File: src/rtl/mem_bus_if.sv
// mem_bus_if: Wishbone classic master bridge between the MEM stage and the data bus.
//
// A MEM-stage load/store request becomes exactly one Wishbone classic cycle. The pipeline
// is held through stallreq_o until the slave acknowledges. Controller stall/flush are
// obeyed so that an access is never lost or issued twice.
//
// Ports:
//   clk, rst                     clock (rising edge), synchronous active-high reset
//   stall_i, flush_i             controller stall vector and flush
//   cpu_ce_i/we_i/addr_i/data_i/sel_i   MEM-stage request
//   cpu_data_o                   load data to MEM stage (combinational)
//   stallreq_o                   pipeline hold request (combinational)
//   wb_adr_o/dat_o/we_o/sel_o/stb_o/cyc_o   registered Wishbone master drives
//   wb_dat_i, wb_ack_i           Wishbone slave response
//   bus_err_o                    one-cycle ack-timeout pulse (only with MEM_BUS_TIMEOUT_EN)
//
// Build option: define MEM_BUS_TIMEOUT_EN to abandon a cycle that sees no ack within
// TIMEOUT_CYCLES BUSY cycles. Without it BUSY waits for ack indefinitely.
module mem_bus_if #(
  parameter int unsigned ADDR_W         = 32,
  parameter int unsigned DATA_W         = 32,
  parameter int unsigned TIMEOUT_CYCLES = 256,
  localparam int unsigned SEL_W         = DATA_W / 8
) (
  input  logic              clk,
  input  logic              rst,
  input  logic [5:0]        stall_i,
  input  logic              flush_i,
  input  logic              cpu_ce_i,
  input  logic              cpu_we_i,
  input  logic [ADDR_W-1:0] cpu_addr_i,
  input  logic [DATA_W-1:0] cpu_data_i,
  input  logic [SEL_W-1:0]  cpu_sel_i,
  output logic [DATA_W-1:0] cpu_data_o,
  output logic              stallreq_o,
  output logic [ADDR_W-1:0] wb_adr_o,
  output logic [DATA_W-1:0] wb_dat_o,
  input  logic [DATA_W-1:0] wb_dat_i,
  output logic              wb_we_o,
  output logic [SEL_W-1:0]  wb_sel_o,
  output logic              wb_stb_o,
  output logic              wb_cyc_o,
  input  logic              wb_ack_i
`ifdef MEM_BUS_TIMEOUT_EN
  ,
  output logic              bus_err_o
`endif
);

  if (TIMEOUT_CYCLES < 2) begin : g_bad_timeout
    $error("mem_bus_if: TIMEOUT_CYCLES must be at least 2");
  end

  typedef enum logic [1:0] {StIdle, StBusy, StHold} state_e;

  state_e            state_q;
  logic [DATA_W-1:0] rdbuf_q;
  logic              timeout;

`ifdef MEM_BUS_TIMEOUT_EN
  localparam int unsigned CntW = $clog2(TIMEOUT_CYCLES);
  logic [CntW-1:0] cnt_q;

  // Counter holds the number of ack-less BUSY cycles already elapsed.
  assign timeout = (state_q == StBusy) && !wb_ack_i &&
                   (cnt_q == CntW'(TIMEOUT_CYCLES - 1));
`else
  assign timeout = 1'b0;
`endif

  always_ff @(posedge clk) begin
    if (rst) begin
      state_q  <= StIdle;
      rdbuf_q  <= '0;
      wb_adr_o <= '0;
      wb_dat_o <= '0;
      wb_we_o  <= 1'b0;
      wb_sel_o <= '0;
      wb_stb_o <= 1'b0;
      wb_cyc_o <= 1'b0;
`ifdef MEM_BUS_TIMEOUT_EN
      cnt_q     <= '0;
      bus_err_o <= 1'b0;
`endif
    end else begin
`ifdef MEM_BUS_TIMEOUT_EN
      bus_err_o <= 1'b0;
`endif
      unique case (state_q)
        StIdle: begin
          if (cpu_ce_i && !flush_i) begin
            wb_adr_o <= cpu_addr_i;
            wb_dat_o <= cpu_data_i;
            wb_we_o  <= cpu_we_i;
            wb_sel_o <= cpu_sel_i;
            wb_stb_o <= 1'b1;
            wb_cyc_o <= 1'b1;
            state_q  <= StBusy;
`ifdef MEM_BUS_TIMEOUT_EN
            cnt_q    <= '0;
`endif
          end
        end
        StBusy: begin
          if (flush_i || wb_ack_i || timeout) begin
            wb_adr_o <= '0;
            wb_dat_o <= '0;
            wb_we_o  <= 1'b0;
            wb_sel_o <= '0;
            wb_stb_o <= 1'b0;
            wb_cyc_o <= 1'b0;
          end
          // Flush wins over ack; ack wins over timeout.
          if (flush_i) begin
            rdbuf_q <= '0;
            state_q <= StIdle;
          end else if (wb_ack_i) begin
            if (!wb_we_o) rdbuf_q <= wb_dat_i;
            // Keep the result visible while the pipeline is still frozen.
            state_q <= (stall_i != '0) ? StHold : StIdle;
          end else if (timeout) begin
            state_q <= StIdle;
`ifdef MEM_BUS_TIMEOUT_EN
            bus_err_o <= 1'b1;
          end else begin
            cnt_q <= cnt_q + 1'b1;
`endif
          end
        end
        StHold: begin
          if (flush_i) begin
            rdbuf_q <= '0;
            state_q <= StIdle;
          end else if (stall_i == '0) begin
            state_q <= StIdle;
          end
        end
        default: state_q <= StIdle;
      endcase
    end
  end

  always_comb begin
    stallreq_o = 1'b0;
    cpu_data_o = '0;
    if (!rst) begin
      unique case (state_q)
        StIdle: stallreq_o = cpu_ce_i & ~flush_i;
        StBusy: begin
          stallreq_o = ~wb_ack_i & ~flush_i & ~timeout;
          // A flushed ack is discarded, so its data is not forwarded either.
          if (wb_ack_i && !flush_i) cpu_data_o = wb_dat_i;
        end
        StHold: cpu_data_o = rdbuf_q;
        default: ;
      endcase
    end
  end

endmodule

File: config.mk
export PLATFORM = sky130hd
export DESIGN_NAME = mem_bus_if
export DESIGN_NICKNAME = d
export VERILOG_FILES = /design/src/rtl/mem_bus_if.sv
export SDC_FILE = /design/constraint.sdc
export NUM_CORES = 1
export LEC_CHECK = 0
export CAP_MARGIN = 20
export CORE_ASPECT_RATIO = 1.25
export CORE_UTILIZATION = 35
export DETAILED_ROUTE_END_ITERATION = 6
export PLACE_DENSITY_LB_ADDON = 0.25
export SYNTH_ARGS = -nofsm -noshare
export SYNTH_HDL_FRONTEND = slang
export SYNTH_SLANG_ARGS = --single-unit
export TNS_END_PERCENT = 10
File: constraint.sdc
create_clock -name clk -period 3.01 [get_ports clk]
set_input_delay 0.602 -clock clk [delete_from_list [all_inputs] [get_ports clk]]
set_output_delay 0.602 -clock clk [all_outputs]
set_load 0.02 [all_outputs]
* Word-level counts from Yosys, hierarchy flattened
Cells that the tools add are included.
Cells by class: reductions and logical operators 12, eq/ne operators 8, mux-type cells 30, bitwise operators 4
Operators by type and width (number):
- $mux W32 | 9
- $pmux W32 S2 | 4
- $mux W2 | 6
- $ne A3 B3 Y1 const B | 3
- $mux W4 | 2
- $pmux W4 S2 | 1
- $logic_not A6 Y1 | 1
- $ne A2 B2 Y1 const B | 3
- $pmux W1 S2 | 3
- $pmux W2 S3 | 1
- $reduce_and A3 Y1 | 2
- $reduce_bool A6 Y1 | 1
- $mux W1 | 4
- $reduce_and A4 Y1 | 1
- $reduce_bool A2 Y1 | 2
- $and A1 B1 Y1 | 2
- $eq A2 B1 Y1 const B | 1
- $eq A2 B2 Y1 const B | 1
- $logic_and A1 B1 Y1 | 2
- $logic_not A2 Y1 | 1
- $not A1 Y1 | 2
- $logic_not A1 Y1 | 1
- $logic_or A1 B1 Y1 | 1
Word-level totals: input port bits 112, flip-flop bits (word level) 104

* Logic depth before layout (Yosys ltp)
depth in word-level cells 5, mapped depth 8, mapped depth without buffers 6

* Worst setup path before layout
OpenSTA, ideal clock, no wires.
kind register to output, from reg state_q[1], to out stallreq_o, required time 2408 ps, path buffers 2, path slack 756 ps, arrival 1652 ps, cell stages (with the launch flop) 7, cells stage by stage dfxtp_1 inv_1 ha_1 buf_2 clkbuf_1 nand3b_1 a211oi_1
On the way: word-level cells in the longest chain between the ends 3
RTL lines:
- start: declaration | line 56 | state_e state_q;
- start signal: assignment | line 73 | state_q <= StIdle;
- start signal: assignment | line 98 | state_q <= StBusy;
- start signal: assignment | line 116 | state_q <= StIdle;
- $eq A2 B1 Y1 or $logic_not A2 Y1 (tied branches) | line 147 | unique case (state_q)
- $pmux W1 S2 * | line 147
- $mux W1 * | line 146 | if (!rst) begin
- end: declaration | line 35 | output logic stallreq_o,
Mark *: on every way between the ends. The rest lies on a longest branch, timed or not.

* Worst setup path in the final report
from in wb_ack_i, to out stallreq_o
On the way: word-level cells in the longest chain between the ends 4
RTL lines:
- start: declaration | line 43 | input logic wb_ack_i
- $not A1 Y1 | line 150 | stallreq_o = ~wb_ack_i & ~flush_i & ~timeout;
- $and A1 B1 Y1 | line 150
- $pmux W1 S2 | line 147
- $mux W1 | line 146
No other way between the ends.

==> out/results.ini <==
[yosys]
yosysMostFrequentCell = dfxtp_1
yosys.area_share.xor_xnor_pct = 0
ys_top_cells_by_area = dfxtp_1 (44%), nand4b_1 (13%), a21oi_1 (11%)
synthDistinctLibCells = 32
synth_top_family_by_area = simple AND/OR/NAND/NOR gates
async_flop_share_pct = 0
yosys.area_share.simple_pct = 30.5
synth_area_um2 = 4780
synth_top_cell_by_area = dfxtp_1
synth_nets = 691
synth_common_cells = dfxtp_1 (104), a21oi_1 (102), nand3_1 (102)
synth_compound_area_share_pct = 17.0
synth_top_area_share_pct = 43.5
synth-adder-area-share_pct = 0.785
synth_ff_type = dfxtp_1
synth-edff-count = 0
syn_inst = 576
ys_seq_area_share_pct = 43.5
synthMuxAreaShare_pct = 0.209
syn_avg_cell_area_um2 = 8.31
synth-seq-cells = 104
ys_warn_count = 0

[timing]
fin_crit_sh_pct = 94.5
skew_ps = 9.09
fmax_mhz = 352
fin_setup_tns_ps = 0
rsz0062_at_grt = false
fin_ws_ps = 167
setup_viol = 0
relSlewSlack_pct = 29.1
worst_slew_pin_slew_ps = 1060
final_max_slew_viol_count = 0
hold_viol = 0
hold_ws_ps = 456
post-route-min-period_ps = 2840

[grt]
antenna_found_initial = 2
grt_pass1_vias = 4896
grt_pass1_wl_um = 24400
grt_max_degree = 107
gr-total-overflow = 0
grt.total_usage_pct = 21.2

[place]
portBuffers = 215
dp_slack_ps = 13.6
gp_congestion = 0.773
postPlaceCellArea_um2 = 6980
dp_hpwl_um = 10300

[detailed_routing]
drt_wl_total_um = 15500
drtIter0Drc = 258
vias_per_cell = 5.54
post_drt_wl_per_cell_um = 16.7
ant_nets = 0
drcViolationCount = 0
vias = 5133
drt_pass1_iterations = 5

[cts]
cts_sinks = 104
post_cts_buffers = 0
cts-root-buf = clkbuf_16
cts_buffer_depth = 2
clk_latency_ps = 340
hold_buffers = 0
htree_levels = 3
cts_tree = yes
path_clk_slew_ps = 60
cts.repair.resized = 0
cts_made_buffers = 9

[pwr]
p_leak_nw = 2.92
power_density_nw_per_um2 = 630
ir_worst_vdd_v = 0.000403

[critical_path]
critPathMaxFanout = 3
crit_slowest_cell = clkdlybuf4s50_1
cp.required_ps = 2410
slowest_delay_ps = 680
cp-end-kind = primary output
worstSetupPathType = primary input to primary output
cpMostUsedCell = clkdlybuf4s50_1
startpoint_type = primary input
path_cells = clkdlybuf4s50_1 > nand2b_1 > a211oi_1 > clkdlybuf4s50_1
critPathArrivalTime_ps = 2240

[floorplanning]
fp.dieH_um = 133
start_util_pct = 36.0
die-width_um = 107
rows = 47
die_area_um2 = 14100
io_pins = 216
coreArea_um2 = 13300

[worst_hold_path]
min_path_type = register to register

[finish]
area_growth_pct = 54.1
drive_above_1_share_pct = 6.23
fin_nets = 865
design_area_um2 = 7370

[run_status]
status = finished clean

[job]
cap_violations = 0

[registers in the layout, summed over array words and instances (netlist names)]
name	cells
rdbuf_q	32
wb_adr_o	32
wb_dat_o	32
wb_sel_o	4
state_q	2
wb_cyc_o	1
wb_we_o	1
[per-layer routing]
layer	up-vias	track usage, %	routed length [um]
met2	205	35.5	7570
met4	2	7.76	282
met5	-	0	13
met1	2460	25.7	6230
met3	23	6.11	1390
li1	2443	-	-
[area by class of cell]
cell class	count	area, um^2
fill	1237	5920
timing repair buffer	235	2430
multi-input combinational	396	2340
sequential	104	2080
clock buffer	10	239
tap	171	214
clock inverter	6	43.8
inverter	4	15.0
antenna	1	2.50
[cell families after synthesis]
group,after synthesis
multiplexers,1
flip-flops,104
AO/OA/AOI/OAI,141
buffers and inverters,76
AND/OR/NAND/NOR,251
adder cells (fa/ha/maj),3
[through the flow]
stage / instances / power [mW] / util, %
after floorplan: 576 / 2.88 / -
after global placement: 908 / 3.51 / 52.4
after detailed placement: 909 / 3.57 / 52.5
after CTS: 925 / 4.70 / 54.7
after global routing: 926 / 4.90 / 55.5
final: 927 / 4.64 / 55.5
[placed cells by master (no fill, tap or decap), drive strengths merged, types with 2 or more instances in the layout]
| cell | instances |
|---|---|
| dlymetal6s2s | 32 |
| a22oi | 32 |
| nand2 | 34 |
| nand3 | 103 |
| a21oi | 102 |
| nand2b | 4 |
| ha | 3 |
| dfxtp | 104 |
| clkbuf | 10 |
| clkdlybuf4s50 | 182 |
| clkinv | 4 |
| nand4b | 69 |
| nor2 | 34 |
| inv | 5 |
| o22ai | 2 |
| buf | 21 |
[critical path, delay by kind of cell]
family / cells / cell delay (ps)
compound gates: 1 / 260
simple gates: 1 / 230
buf+inv: 2 / 1140
[final timing paths]
check	slack, ps	endpoint	from	cells past startpoint
hold reg to reg	460	rdbuf_q[27]	rdbuf_q[27]	2
hold / removal	460	rdbuf_q[27]	rdbuf_q[27]	2
setup / recovery	170	stallreq_o	wb_ack_i	4
setup reg to reg	820	wb_dat_o[10]	state_q[1]	7
[where the power goes]
group | internal (mW) | leakage [nW] | switching (mW)
clock network | 0.587 | 0.139 | 0.521
registers | 1.56 | 0.845 | 0.0964
logic | 0.790 | 1.93 | 1.09
No activity file was read; power rests on OpenSTA's default activity.
